==> config.mk <==
export PLATFORM = sky130hd
export DESIGN_NAME = hack_mem_arbiter
export DESIGN_NICKNAME = d
export VERILOG_FILES = /design/src/rtl/hack_pkg.sv /design/src/rtl/hack_mem_arbiter_rr_arb2.sv /design/src/rtl/hack_mem_arbiter.sv
export SDC_FILE = /design/constraint.sdc
export NUM_CORES = 1
export LEC_CHECK = 0
export CORE_ASPECT_RATIO = 1.75
export CORE_MARGIN = 1.5
export CORE_UTILIZATION = 45
export DETAILED_ROUTE_END_ITERATION = 6
export GPL_ROUTABILITY_DRIVEN = 0
export PLACE_DENSITY = 0.85
export SLEW_MARGIN = 40
export SYNTH_ARGS = -nofsm -noshare
export SYNTH_HDL_FRONTEND = slang
export SYNTH_SLANG_ARGS = --single-unit
==> constraint.sdc <==
create_clock -name clk -period 4.03 [get_ports clk]
set_input_delay 0.806 -clock clk [delete_from_list [all_inputs] [get_ports clk]]
set_output_delay 0.806 -clock clk [all_outputs]
set_load 0.05 [all_outputs]
==> src/rtl/hack_pkg.sv <==
// ============================================================================
// hack_pkg : shared Hack memory-map constants, arbiter state and owner types
// Revision : 1.0
// ============================================================================
`default_nettype none

package hack_pkg;

    typedef enum logic [1:0] {
        ARB_IDLE = 2'd0,
        ARB_ADDR = 2'd1,
        ARB_DATA = 2'd2,
        ARB_RESP = 2'd3
    } arb_state_t;

    typedef enum logic {
        OWN_CPU = 1'b0,
        OWN_VID = 1'b1
    } owner_t;

    localparam logic [14:0] SCREEN_BASE = 15'h4000;
    localparam logic [14:0] KBD_ADDR    = 15'h6000;
    localparam logic [14:0] RAM_TOP     = 15'h3FFF;

    // Screen-relative word offset to absolute address; carry out is dropped.
    function automatic logic [14:0] screen_abs(input logic [14:0] base,
                                               input logic [12:0] offset);
        return base + {2'b00, offset};
    endfunction

endpackage

`default_nettype wire

==> src/rtl/hack_mem_arbiter_rr_arb2.sv <==
// ============================================================================
// rr_arb2 : two-way round-robin grant, bit 0 = CPU, bit 1 = video
// Revision : 1.0
// ============================================================================
`default_nettype none

module rr_arb2
    import hack_pkg::*;
(
    input  logic [1:0] req_i,
    input  owner_t     last_grant_i,
    output logic [1:0] grant_o
);

    always_comb begin
        grant_o = 2'b00;
        case (req_i)
            2'b01:   grant_o = 2'b01;
            2'b10:   grant_o = 2'b10;
            // On a tie the side not served last wins.
            2'b11:   grant_o = (last_grant_i == OWN_CPU) ? 2'b10 : 2'b01;
            default: grant_o = 2'b00;
        endcase
    end

endmodule

`default_nettype wire

==> src/rtl/hack_mem_arbiter.sv <==
// ============================================================================
// hack_mem_arbiter : shares the Hack data-memory port between CPU and video
// Revision : 1.0
// ============================================================================
`default_nettype none

module hack_mem_arbiter #(
    parameter logic [14:0] SCREEN_BASE = hack_pkg::SCREEN_BASE
) (
    input  logic        clk,
    input  logic        rst_n,
    input  logic        cpu_req,
    input  logic        cpu_we,
    input  logic [14:0] cpu_addr,
    input  logic [15:0] cpu_wdata,
    output logic [15:0] cpu_rdata,
    output logic        cpu_ack,
    input  logic        vid_req,
    input  logic [12:0] vid_addr,
    output logic [15:0] vid_rdata,
    output logic        vid_ack,
    output logic [14:0] mem_address,
    output logic [15:0] mem_in,
    output logic        mem_load,
    input  logic [15:0] mem_out
);
    import hack_pkg::*;

    arb_state_t  state_q;
    owner_t      owner_q;
    owner_t      last_grant_q;
    logic        we_q;
    logic [14:0] addr_q;
    logic [15:0] wdata_q;
    logic [15:0] cpu_rdata_q;
    logic [15:0] vid_rdata_q;
    logic        cpu_ack_q;
    logic        vid_ack_q;

    logic [1:0]  grant;
    logic [14:0] vid_abs_addr;

    assign vid_abs_addr = screen_abs(SCREEN_BASE, vid_addr);

    rr_arb2 u_rr_arb2 (
        .req_i        ({vid_req, cpu_req}),
        .last_grant_i (last_grant_q),
        .grant_o      (grant)
    );

    always_ff @(posedge clk or negedge rst_n) begin
        if (!rst_n) begin
            state_q      <= ARB_IDLE;
            owner_q      <= OWN_CPU;
            last_grant_q <= OWN_CPU;
            we_q         <= 1'b0;
            addr_q       <= '0;
            wdata_q      <= '0;
            cpu_rdata_q  <= '0;
            vid_rdata_q  <= '0;
            cpu_ack_q    <= 1'b0;
            vid_ack_q    <= 1'b0;
        end else begin
            case (state_q)
                ARB_IDLE: begin
                    if (grant[1]) begin
                        owner_q <= OWN_VID;
                        we_q    <= 1'b0;
                        addr_q  <= vid_abs_addr;
                        wdata_q <= '0;
                        state_q <= ARB_ADDR;
                    end else if (grant[0]) begin
                        owner_q <= OWN_CPU;
                        we_q    <= cpu_we;
                        addr_q  <= cpu_addr;
                        wdata_q <= cpu_wdata;
                        state_q <= ARB_ADDR;
                    end
                end
                ARB_ADDR: state_q <= ARB_DATA;
                ARB_DATA: begin
                    if (owner_q == OWN_VID) begin
                        vid_rdata_q <= mem_out;
                        vid_ack_q   <= 1'b1;
                    end else begin
                        cpu_rdata_q <= mem_out;
                        cpu_ack_q   <= 1'b1;
                    end
                    last_grant_q <= owner_q;
                    state_q      <= ARB_RESP;
                end
                ARB_RESP: begin
                    cpu_ack_q <= 1'b0;
                    vid_ack_q <= 1'b0;
                    state_q   <= ARB_IDLE;
                end
                default: state_q <= ARB_IDLE;
            endcase
        end
    end

    // Memory side is decoded from state so reset drops mem_load immediately.
    always_comb begin
        mem_address = '0;
        mem_in      = '0;
        mem_load    = 1'b0;
        if (state_q == ARB_ADDR || state_q == ARB_DATA) begin
            mem_address = addr_q;
            mem_in      = wdata_q;
        end
        if (state_q == ARB_ADDR) begin
            mem_load = we_q;
        end
    end

    assign cpu_rdata = cpu_rdata_q;
    assign cpu_ack   = cpu_ack_q;
    assign vid_rdata = vid_rdata_q;
    assign vid_ack   = vid_ack_q;

endmodule

`default_nettype wire

==> results_dict.tcl <==
set metrics [dict create \
    die_w_um 65.0 \
    post_cts_resized 0 \
    yosys.cell_types.count 22 \
    antenna_left 0 \
    fin_tns_setup_ps 0 \
    port_buffers 130 \
    synth_cells 247 \
    rows 39 \
    avgSynthCellArea_um2 12.2 \
    arrival_ps 2480 \
    numCtsBuffers 9 \
    io_pins 131 \
    vias 2394 \
    path_class "reg2out" \
    clock_path_buffers 2 \
    grt_pass1_vias 2584 \
    cts_root_buf "clkbuf_16" \
    post-cts-setup-buffers 0 \
    die_h_um 111 \
    grt_pass1_wl_mm 12.6 \
    crit_path_end_kind "primary output" \
    core_um2 6490 \
    cts.htree.levels 3 \
    finalMaxSlewViolations 0 \
    syn-cell-area_um2 3020 \
    grt_overflow 0 \
    clk_latency_ps 330 \
    via_per_inst 5.15 \
    wl_per_cell_um 16.7 \
    period_minus_slack_ps 3280 \
    grt_start_max_net_pins 48 \
    startpoint "state_q[0]$_DFFE_PN0P_" \
    synthesis.nets 317 \
    required_ps 3220 \
    dr.pass1.iters 4 \
    syn2layout_area_growth_pct 54.1 \
    fin_worst_skew_ps 5.28 \
    cts-hold-fix-buffers 0 \
    rr_startpoint "state_q[0]$_DFFE_PN0P_" \
    drc 0 \
    setup_viol 0 \
    nFillCells 477 \
    grt_use_total_pct 22.9 \
    antenna_found_initial 0 \
    status "finished clean" \
    antenna_cells 0 \
    ys_warn_count 0 \
    hpwl_mm 5.38 \
    cp_max_fo 32 \
    start_util_pct 46.6 \
    cts_tree "yes" \
    drt-initial-drc-count 76 \
    clk_pin_slew_ps 60 \
    max_cap_violations 0 \
    fin_nets 448 \
    ys_ff_latch 70 \
    hold_violations 0 \
    yosysSeqAreaShare_pct 57.9 \
    drive_gt1_share_pct 15.4 \
    crit_path_start_kind "flip-flop" \
    design.die.area_um2 7240 \
    hold_class "in2async" \
    worstMarginPinSlew_ps 683 \
    rsz0062_at_grt "false" \
    timing.fmax_mhz 305 \
    drt_wl_total_mm 7.79 \
    max_slew_margin_pct 54.3 \
    clock-sinks 70 \
    finalCritPeriodShare_pct 81.4 \
]
==> metal layers <==
metal	vias up	track usage, %	wire (µm)
li1	1117	-	-
met1	1161	25.8	2870
met2	98	41.2	4300
met5	-	0	0
met3	18	2.93	382
met4	0	11.3	227
==> layout make-up <==
class	count	area, µm²	area share (%)
Sequential cell	70	1750	37.6
Timing Repair Buffer	133	1320	28.3
Multi-Input combinational cell	160	1180	25.3
Clock buffer	10	229	4.91
Tap cell	82	103	2.20
Clock inverter	6	62.6	1.34
Inverter	4	15.0	0.322
==> flip-flops by register name, indices dropped and copies added (netlist names) <==
name	cells
addr_q	15
cpu_ack	1
cpu_rdata	16
last_grant_q	1
owner_q	1
state_q	2
vid_ack	1
vid_rdata	16
wdata_q	16
we_q	1
==> stage by stage <==
| stage | setup slack [ps] | hold WS [ps] | std cells | cell area [µm²] | utilization, % |
|---|---|---|---|---|---|
| after CTS | 511 | 459 | 465 | 4660 | 71.8 |
| final | 748 | 447 | 465 | 4660 | 71.8 |
| after floorplan | 1820 | 465 | 247 | 3020 | - |
| after global routing | 620 | 482 | 465 | 4660 | 71.8 |
| after detailed placement | 868 | 488 | 449 | 4370 | 67.3 |
| after global placement | 930 | 480 | 449 | 4370 | 67.3 |
==> worst max-delay path, stage by stage (launching register included) <==
cell and delay, ps:
dfrtp_1 380, inv_1 100, ha_2 610, and2_1 210, clkdlybuf4s50_1 830
==> kinds of logic (layout without fill, tap and decap cells) <==
group,Yosys count,count (layout),share of synthesized area [%]
flops,70,70,57.9
buf+inv,17,153,3.14
mux,34,34,12.7
simple gates,67,67,11.6
compound gates,54,54,12.6
fa+ha+maj,5,5,2.07
==> worst paths after layout <==
path	to	slack [ps]	depth (start not counted)
max	mem_address[2]	750	4
min	cpu_rdata[8]$_DFFE_PN0P_	450	1
max reg2reg	cpu_rdata[15]$_DFFE_PN0P_	2310	5
min reg2reg	wdata_q[1]$_DFFE_PN0P_	500	1
max in group asynchronous	vid_rdata[4]$_DFFE_PN0P_	2590	2
min in group clk	wdata_q[1]$_DFFE_PN0P_	500	1
==> cells in the mapped netlist <==
| cell type | n | share of area [%] |
|---|---|---|
| o21a_1 | 1 | 0.25 |
| ha_1 | 5 | 2.1 |
| a21bo_2 | 1 | 0.33 |
| a21oi_1 | 27 | 4.5 |
| and2_1 | 32 | 6.6 |
| inv_1 | 4 | 0.50 |
| nand2_1 | 14 | 1.7 |
| buf_6 | 3 | 1.1 |
| a22o_1 | 21 | 6.1 |
| buf_2 | 7 | 1.2 |
| nor2_1 | 15 | 1.9 |
| nor2_4 | 1 | 0.37 |
| nor3b_1 | 1 | 0.25 |
| nor2b_1 | 1 | 0.21 |
| dfrtp_1 | 70 | 58 |
| a21boi_4 | 1 | 0.62 |
| clkbuf_1 | 3 | 0.37 |
| o21ai_4 | 1 | 0.54 |
| nand2_2 | 1 | 0.21 |
| o21ai_0 | 2 | 0.33 |
| nor3_1 | 2 | 0.33 |
| mux2_2 | 34 | 13 |
==> cells in the final DEF (no fill, tap or decap) <==
| master | count |
|---|---|
| clkbuf_16 | 9 |
| a21oi_1 | 27 |
| ha_2 | 1 |
| nor2b_1 | 1 |
| nand2_2 | 1 |
| o21ai_4 | 1 |
| clkbuf_1 | 1 |
| o21a_1 | 1 |
| inv_1 | 4 |
| clkinv_2 | 2 |
| nand2_1 | 14 |
| o21ai_0 | 2 |
| dfrtp_1 | 70 |
| nor3b_1 | 1 |
| a22o_1 | 21 |
| buf_4 | 3 |
| mux2_2 | 34 |
| ha_1 | 4 |
| nor3_1 | 2 |
| a21boi_4 | 1 |
| a21bo_2 | 1 |
| buf_2 | 1 |
| nor2_4 | 1 |
| and2_1 | 32 |
| clkdlybuf4s50_1 | 129 |
| clkinvlp_4 | 3 |
| bufinv_16 | 1 |
| nor2_1 | 15 |
Power is not shown: default switching activity piles up to over one toggle a cycle in this logic, so the estimate is an artifact.
